===== src/rtl/pipe_if_if.sv =====
// IF-side bus bundle: instruction memory req/ack plus the IF->ID buffer head.
// master = fetch stage, slave = memory model / decode stage.
interface pipe_if_if #(
  parameter int REG_SZ = 32
) ();
  logic              mem_req;
  logic [REG_SZ-1:0] mem_addr;
  logic              mem_ack;
  logic [31:0]       mem_data;
  logic              buf_avail;
  logic              buf_re;
  logic [31:0]       inst;
  logic [REG_SZ-1:0] pc_out;
  logic              pred_taken;

  modport master (
    output mem_req,
    output mem_addr,
    input  mem_ack,
    input  mem_data,
    output buf_avail,
    input  buf_re,
    output inst,
    output pc_out,
    output pred_taken
  );

  modport slave (
    input  mem_req,
    input  mem_addr,
    output mem_ack,
    output mem_data,
    input  buf_avail,
    output buf_re,
    input  inst,
    input  pc_out,
    input  pred_taken
  );
endinterface


===== src/rtl/pipe_if.sv =====
// Fetch stage: PC, one-outstanding word fetch, {pc,inst} FIFO toward ID.
// Define IF_BTFN_EN for static JAL / backward-branch prediction.
module pipe_if #(
  parameter logic [31:0] RESET_PC   = 32'h0,
  parameter int          FIFO_DEPTH = 2,
  parameter int          REG_SZ     = 32
) (
  input  logic              clk,
  input  logic              rst,
  pipe_if_if.master         bus,
  input  logic              redir_e,
  input  logic [REG_SZ-1:0] redir_pc,
  input  logic              stall
);

  localparam int AW = $clog2(FIFO_DEPTH);
  localparam int CW = AW + 1;
  localparam logic [31:0] NOP = 32'h00000013;

  typedef enum logic [1:0] {
    IDLE  = 2'd0,
    WAIT  = 2'd1,
    FLUSH = 2'd2
  } state_t;

  state_t            state;
  logic [REG_SZ-1:0] pc;
  logic [REG_SZ-1:0] rpc;
  logic [REG_SZ-1:0] tgt;
  logic              pred;

  logic [REG_SZ-1:0] fifo_pc   [FIFO_DEPTH];
  logic [31:0]       fifo_inst [FIFO_DEPTH];
  logic [AW-1:0]     wr_ptr;
  logic [AW-1:0]     rd_ptr;
  logic [CW-1:0]     count;
  logic [CW-1:0]     count_nx;
  logic              avail;

  logic push;
  logic pop;
  logic flush;
  logic room;

  assign rpc   = redir_pc & ~(REG_SZ'(3));
  assign flush = redir_e;
  assign push  = (state == WAIT) && bus.mem_ack && !redir_e;
  assign pop   = bus.buf_re && avail;
  assign room  = count < CW'(FIFO_DEPTH);

`ifdef IF_BTFN_EN
  logic [REG_SZ-1:0] imm_j;
  logic [REG_SZ-1:0] imm_b;
  logic              is_jal;
  logic              is_bb;
  logic              fifo_pred [FIFO_DEPTH];

  assign imm_j = {{(REG_SZ-20){bus.mem_data[31]}},
                  bus.mem_data[19:12],
                  bus.mem_data[20],
                  bus.mem_data[30:21],
                  1'b0};
  assign imm_b = {{(REG_SZ-12){bus.mem_data[31]}},
                  bus.mem_data[7],
                  bus.mem_data[30:25],
                  bus.mem_data[11:8],
                  1'b0};
  assign is_jal = bus.mem_data[6:0] == 7'b1101111;
  assign is_bb  = (bus.mem_data[6:0] == 7'b1100011)
               && bus.mem_data[31];

  // Static predict on the word being pushed: JAL and backward branches taken.
  always_comb begin
    tgt  = pc + REG_SZ'(4);
    pred = 1'b0;
    unique case (1'b1)
      is_jal: begin
        tgt  = pc + imm_j;
        pred = 1'b1;
      end
      is_bb: begin
        tgt  = pc + imm_b;
        pred = 1'b1;
      end
      default: ;
    endcase
  end

  // Predicted-taken flag kept alongside each buffered entry.
  always_ff @(posedge clk) begin
    if (push) fifo_pred[wr_ptr] <= pred;
  end

  assign bus.pred_taken = avail ? fifo_pred[rd_ptr] : 1'b0;
`else
  assign tgt            = pc + REG_SZ'(4);
  assign pred           = 1'b0;
  assign bus.pred_taken = 1'b0;
`endif

  // Fetch sequencer: issue, wait for ack, drop stale data after redirect.
  always_ff @(posedge clk or posedge rst) begin
    if (rst) begin
      state        <= IDLE;
      pc           <= REG_SZ'(RESET_PC);
      bus.mem_req  <= 1'b0;
      bus.mem_addr <= '0;
    end else begin
      unique case (state)
        IDLE: begin
          if (redir_e) begin
            pc <= rpc;
          end else if (!stall && room) begin
            bus.mem_req  <= 1'b1;
            bus.mem_addr <= pc;
            state        <= WAIT;
          end
        end
        WAIT: begin
          if (bus.mem_ack) begin
            bus.mem_req <= 1'b0;
            state       <= IDLE;
            pc          <= redir_e ? rpc : tgt;
          end else if (redir_e) begin
            pc    <= rpc;
            state <= FLUSH;
          end
        end
        FLUSH: begin
          if (redir_e) pc <= rpc;
          if (bus.mem_ack) begin
            bus.mem_req <= 1'b0;
            state       <= IDLE;
          end
        end
        default: begin
          bus.mem_req <= 1'b0;
          state       <= IDLE;
        end
      endcase
    end
  end

  // Occupancy after this cycle's push/pop; flush empties outright.
  always_comb begin
    count_nx = count + CW'(push) - CW'(pop);
    if (flush) count_nx = '0;
  end

  // FIFO pointers and occupancy.
  always_ff @(posedge clk or posedge rst) begin
    if (rst) begin
      wr_ptr <= '0;
      rd_ptr <= '0;
      count  <= '0;
      avail  <= 1'b0;
    end else begin
      count <= count_nx;
      avail <= count_nx != '0;
      if (flush) begin
        wr_ptr <= '0;
        rd_ptr <= '0;
      end else begin
        if (push) wr_ptr <= wr_ptr + AW'(1);
        if (pop)  rd_ptr <= rd_ptr + AW'(1);
      end
    end
  end

  // Entry storage; only the pointers need reset.
  always_ff @(posedge clk) begin
    if (push) begin
      fifo_pc[wr_ptr]   <= pc;
      fifo_inst[wr_ptr] <= bus.mem_data;
    end
  end

  assign bus.buf_avail = avail;
  assign bus.inst      = avail ? fifo_inst[rd_ptr] : NOP;
  assign bus.pc_out    = avail ? fifo_pc[rd_ptr] : '0;

endmodule


===== src/flat_wrapper.sv =====
// flat-port wrapper written by rule: the top's interface ports become plain ports
module pipe_if_flat 
#(
  parameter logic [31:0] RESET_PC   = 32'h0,
  parameter int          FIFO_DEPTH = 2,
  parameter int          REG_SZ     = 32
)
  (clk, rst, redir_e, redir_pc, stall, bus_mem_req, bus_mem_addr, bus_mem_ack, bus_mem_data, bus_buf_avail, bus_buf_re, bus_inst, bus_pc_out, bus_pred_taken);
  pipe_if_if #(.REG_SZ(REG_SZ)) bus_i ();
  input  logic clk;
  input  logic rst;
  input  logic redir_e;
  input  logic [REG_SZ-1:0] redir_pc;
  input  logic stall;
  output wire logic [$bits(bus_i.mem_req)-1:0] bus_mem_req;
  output wire logic [$bits(bus_i.mem_addr)-1:0] bus_mem_addr;
  input wire logic [$bits(bus_i.mem_ack)-1:0] bus_mem_ack;
  input wire logic [$bits(bus_i.mem_data)-1:0] bus_mem_data;
  output wire logic [$bits(bus_i.buf_avail)-1:0] bus_buf_avail;
  input wire logic [$bits(bus_i.buf_re)-1:0] bus_buf_re;
  output wire logic [$bits(bus_i.inst)-1:0] bus_inst;
  output wire logic [$bits(bus_i.pc_out)-1:0] bus_pc_out;
  output wire logic [$bits(bus_i.pred_taken)-1:0] bus_pred_taken;
  assign bus_mem_req = bus_i.mem_req;
  assign bus_mem_addr = bus_i.mem_addr;
  assign bus_i.mem_ack = bus_mem_ack;
  assign bus_i.mem_data = bus_mem_data;
  assign bus_buf_avail = bus_i.buf_avail;
  assign bus_i.buf_re = bus_buf_re;
  assign bus_inst = bus_i.inst;
  assign bus_pc_out = bus_i.pc_out;
  assign bus_pred_taken = bus_i.pred_taken;
  pipe_if #(.RESET_PC(RESET_PC), .FIFO_DEPTH(FIFO_DEPTH), .REG_SZ(REG_SZ)) u_core (.clk(clk), .rst(rst), .bus(bus_i), .redir_e(redir_e), .redir_pc(redir_pc), .stall(stall));
endmodule

===== config.mk =====
export PLATFORM = sky130hd
export DESIGN_NAME = pipe_if_flat
export DESIGN_NICKNAME = d
export VERILOG_FILES = /design/src/rtl/pipe_if_if.sv /design/src/rtl/pipe_if.sv /design/src/flat_wrapper.sv
export SDC_FILE = /design/constraint.sdc
export NUM_CORES = 1
export LEC_CHECK = 0
export BUFFER_PORTS_ARGS = -buffer_cell sky130_fd_sc_hd__buf_2
export CELL_PAD_IN_SITES_DETAIL_PLACEMENT = 1
export CELL_PAD_IN_SITES_GLOBAL_PLACEMENT = 1
export CORE_ASPECT_RATIO = 1.4
export CORE_MARGIN = 4
export CORE_UTILIZATION = 40
export CTS_CLUSTER_SIZE = 24
export DETAILED_ROUTE_END_ITERATION = 10
export GPL_TIMING_DRIVEN = 0
export PLACE_DENSITY = 0.73
export SLEW_MARGIN = 20
export SYNTH_ARGS = -nofsm -noshare
export SYNTH_HDL_FRONTEND = slang
export SYNTH_SLANG_ARGS = --single-unit

===== constraint.sdc =====
create_clock -name clk -period 6 [get_ports clk]
set_input_delay 1.5 -clock clk [delete_from_list [all_inputs] [get_ports clk]]
set_output_delay 1.5 -clock clk [all_outputs]
set_load 0.01 [all_outputs]

==> metrics.md <==
| Metric | Value |
|---|---|
| Final net count | `899` |
| Final Setup Violations | `0` |
| Highest Clock Rate | `264.1 MHz` |
| DIE AREA | `24040 sq um` |
| Final Util | `49.46%` |
| Crit path max fanout | `10` |
| Synth warn | `0` |
| GP Congestion | `0.8786` |
| Most frequent cells in the layout | `173 x buf_2, 128 x edfxtp_1, 72 x dfrtp_1, 65 x mux2i_1, 64 x nor2b_1` |
| R2r startpoint | `u_core.state[0]` |
| Reg2Reg Setup Slack | `3580 ps` |
| Multi-input gate area | `2779 sq um` |
| Total grt overflow | `0` |
| Layout Skew | `6.263 ps` |
| # hold bufs at CTS | `0` |
| GRT Util Overall | `18.80%` |
| Sw Ratio | `30.74%` |
| Clk sinks | `200` |
| Max Slew Vio Count | `0` |
| Worst hold path cell count | `0` |
| Antenna Nets Post-Route | `0` |
| Core area | `21200 sq um` |
| HP Class | `reg2reg` |
| Largest net degree at the start of global routing | `51` |
| Reg clk slew, reported paths | `roughly 70 ps` |
| 1st-pass router iterations | `5` |
| Min setup slack post-route | `2214 ps` |
| Most common cell after layout, fill and taps aside | `buf_2` |
| Worst-Margin Slew | `754.9 ps` |
| Num CTS Buffers | `17` |
| Mapped Nets | `709` |
| Initial Util | `40.73%` |
| Synthesized area | `around 8600 sq um` |
| CTS tree | `done` |
| Die span in y | `roughly 180 microns` |
| Post-synth EDFFs | `128` |
| Non-filler cells, final | `1095` |
| Crit end category | `output port` |
| Io pins | `roughly 170` |
| R2R depth | `8` |
| CTS Buffer Depth | `2` |
| Chip width | `132.2 microns` |
| Clock latency on the worst-skew pair | `430 ps` |
| RR Endpoint | `u_core.pc[11]` |
| Unrepaired setup endpoints after global routing | `false` |
| WL/cell | `20.34 microns` |
| Register Area | `between 5000 and 6000 sq um` |
| P&R area growth vs syn | `21.44%` |
| Hold Fails Final Rpt | `0` |
| Post-CTS setup buffers | `0` |
| Critical path arrival | `2290 ps` |
| Cells after synthesis | `632` |
| First-pass GRT wire length | `35.34 mm` |
| 1st-iter DRT viols | `~240` |
| Slew Limit Headroom | `49.67%` |
| PwrDens | `385.3 nW/um^2` |
| Internal power | `2.799 mW` |
| Post-synthesis sequential area ratio | `approximately 65%` |
| Crit start category | `flip-flop` |
| H-Tree Depth | `4` |
| P_sw | `1.242 mW` |
| WHS | `469.6 ps` |
| Fin crit period | `3786 ps` |
| Post-synth top area cell | `edfxtp_1` |
| Synth top area share | `44.51%` |
| Clock share of power | `27.6%` |
| Worst slack at placement | `2237 ps` |
| Period utilization | `63.10%` |
| Syn Area/Cell | `~14 sq um` |
| Post-Place Cells | `1063` |
| CTS Root Cell | `clkbuf_16` |
| Seq pwr share | `a little under half` |
| Dpl hpwl | `around 16 mm` |
| Worst Hold Launch | `u_core.pc[17]` |
| Site row count | `63` |
| Remaining DRCs | `0` |
| Register bit total from synthesis | `200` |
| Max-cap viol count | `0` |
| Outcome | `finished clean` |
| Share of layout cells above drive strength 1 | `just over 30%` |
| Antenna violations before repair | `0` |
| Worst VDD drop | `201.9 uV` |
| Asr flop ratio synth | `between 30% and 40%` |
| IO buf count | `164` |
| Crit Path Category | `reg2out` |
| Synth unique cells | `50` |
| Vias | `5810` |
| Synth Flop Type | `edfxtp_1` |
| Vias in the first global route | `6384` |
| Lkg Pwr | `4.124 nW` |
| Ant. Diodes | `0` |
| PnR Total Power | `~4.0 mW` |
| Hold Path End | `u_core.fifo_pc[0][17]` |
| Ranking of synthesized cells by area | `edfxtp_1 45%, dfrtp_1 21%, mux2i_1 7.5%` |
| Combinational power share | `between 20% and 30%` |
| Fill cell count | `roughly 2200` |
| Resize count post-CTS | `0` |
| DR vias/cell | `approximately 5.3` |
| Worst Path Required | `4500 ps` |
| Drt total wl | `around 22 mm` |
-- sequential cells by signal, summed over array words and instances (netlist names) --
register / count
u_core.bus.buf_avail: 1
u_core.bus.mem_addr: 32
u_core.bus.mem_req: 1
u_core.count: 2
u_core.fifo_inst: 64
u_core.fifo_pc: 64
u_core.pc: 32
u_core.rd_ptr: 1
u_core.state: 2
u_core.wr_ptr: 1
-- stage by stage --
step	setup TNS, ps	area, sq um
2_1_floorplan	0	8641
3_3_place_gp	-53040	9787
6_report	0	10490
3_5_place_dp	0	9913
4_1_cts	0	10490
5_1_grt	0	10490
-- kinds of logic after synthesis --
family                   after synthesis  synth area share (%)
AO/OA/AOI/OAI                         80                 6.201
XOR/XNOR                               4                0.4058
adder cells (fa/ha/maj)                7                 1.014
buffers and inverters                 53                 2.608
flip-flops                           200                 65.37
multiplexers                          97                 11.71
other                                  1               0.04342
AND/OR/NAND/NOR                      190                 12.65
-- critical path, stage by stage (launching register included) --
cell and delay, ps:
dfrtp_1 340, clkbuf_1 540, buf_2 420, mux2i_1 320
nor2b_1 80, buf_2 150
-- power groups by stage --
| stage | clock (mW) | combinational, mW | sequential (mW) |
|---|---|---|---|
| 6_report | 1.12 | 1.05 | 1.88 |
| 5_1_grt | 1.21 | 1.15 | 1.91 |
| 4_1_cts | 1.15 | 1.07 | 1.88 |
| 3_5_place_dp | 0 | 1.06 | 1.91 |
| 3_3_place_gp | 0 | 1.00 | 1.90 |
| 2_1_floorplan | 0 | 0.608 | 1.91 |
-- worst max path at each step --
stage | from | end | slack [ps] | depth (start not counted)
after detailed placement | redir_e | u_core.fifo_pc[0][26] | 2240 | 6
final | u_core.rd_ptr | bus_pc_out[22] | 2210 | 5
after CTS | u_core.rd_ptr | bus_pc_out[22] | 2110 | 5
after global placement | redir_e | u_core.fifo_inst[0][12] | -830 | 4
after floorplan | redir_e | u_core.fifo_inst[0][0] | 890 | 4
after global routing | u_core.rd_ptr | bus_inst[4] | 2070 | 5
-- cells in the mapped netlist (2+ instances only) --
master / count
a21oi_1: 21
a22oi_1: 9
a2bb2oi_1: 2
a311oi_1: 4
a31oi_1: 5
a32oi_1: 2
a41oi_1: 3
and2_1: 9
and3_1: 5
and4_1: 6
buf_1: 4
buf_2: 9
buf_4: 4
clkbuf_1: 22
dfrtp_1: 72
edfxtp_1: 128
ha_1: 7
inv_1: 13
mux2_2: 31
mux2i_1: 65
nand2_1: 15
nand3_1: 19
nand4_1: 12
nor2_1: 33
nor2b_1: 64
nor3_1: 12
nor4_1: 2
o21a_1: 2
o21ai_0: 15
o22a_1: 7
o22ai_1: 2
o311ai_0: 4
or2_2: 3
or3_1: 3
xnor2_1: 2
xor2_1: 2
-- area by class of cell --
class	instances	area share [%]
plain buffers	39	1.646
clock buffers	22	4.629
clock inverters	10	0.8470
inverters	14	0.5249
multi-input cells	379	26.50
flip-flops and latches	200	53.83
well taps	260	3.102
repair buffers	171	8.924
-- metal layers --
metal  wire (microns)  global-route usage, %
met2            11810                  33.15
met1             9129                  22.29
met3              810                  3.575
met4              519                  8.403
met5                0                      0
Power figures use the tool's default switching activity.
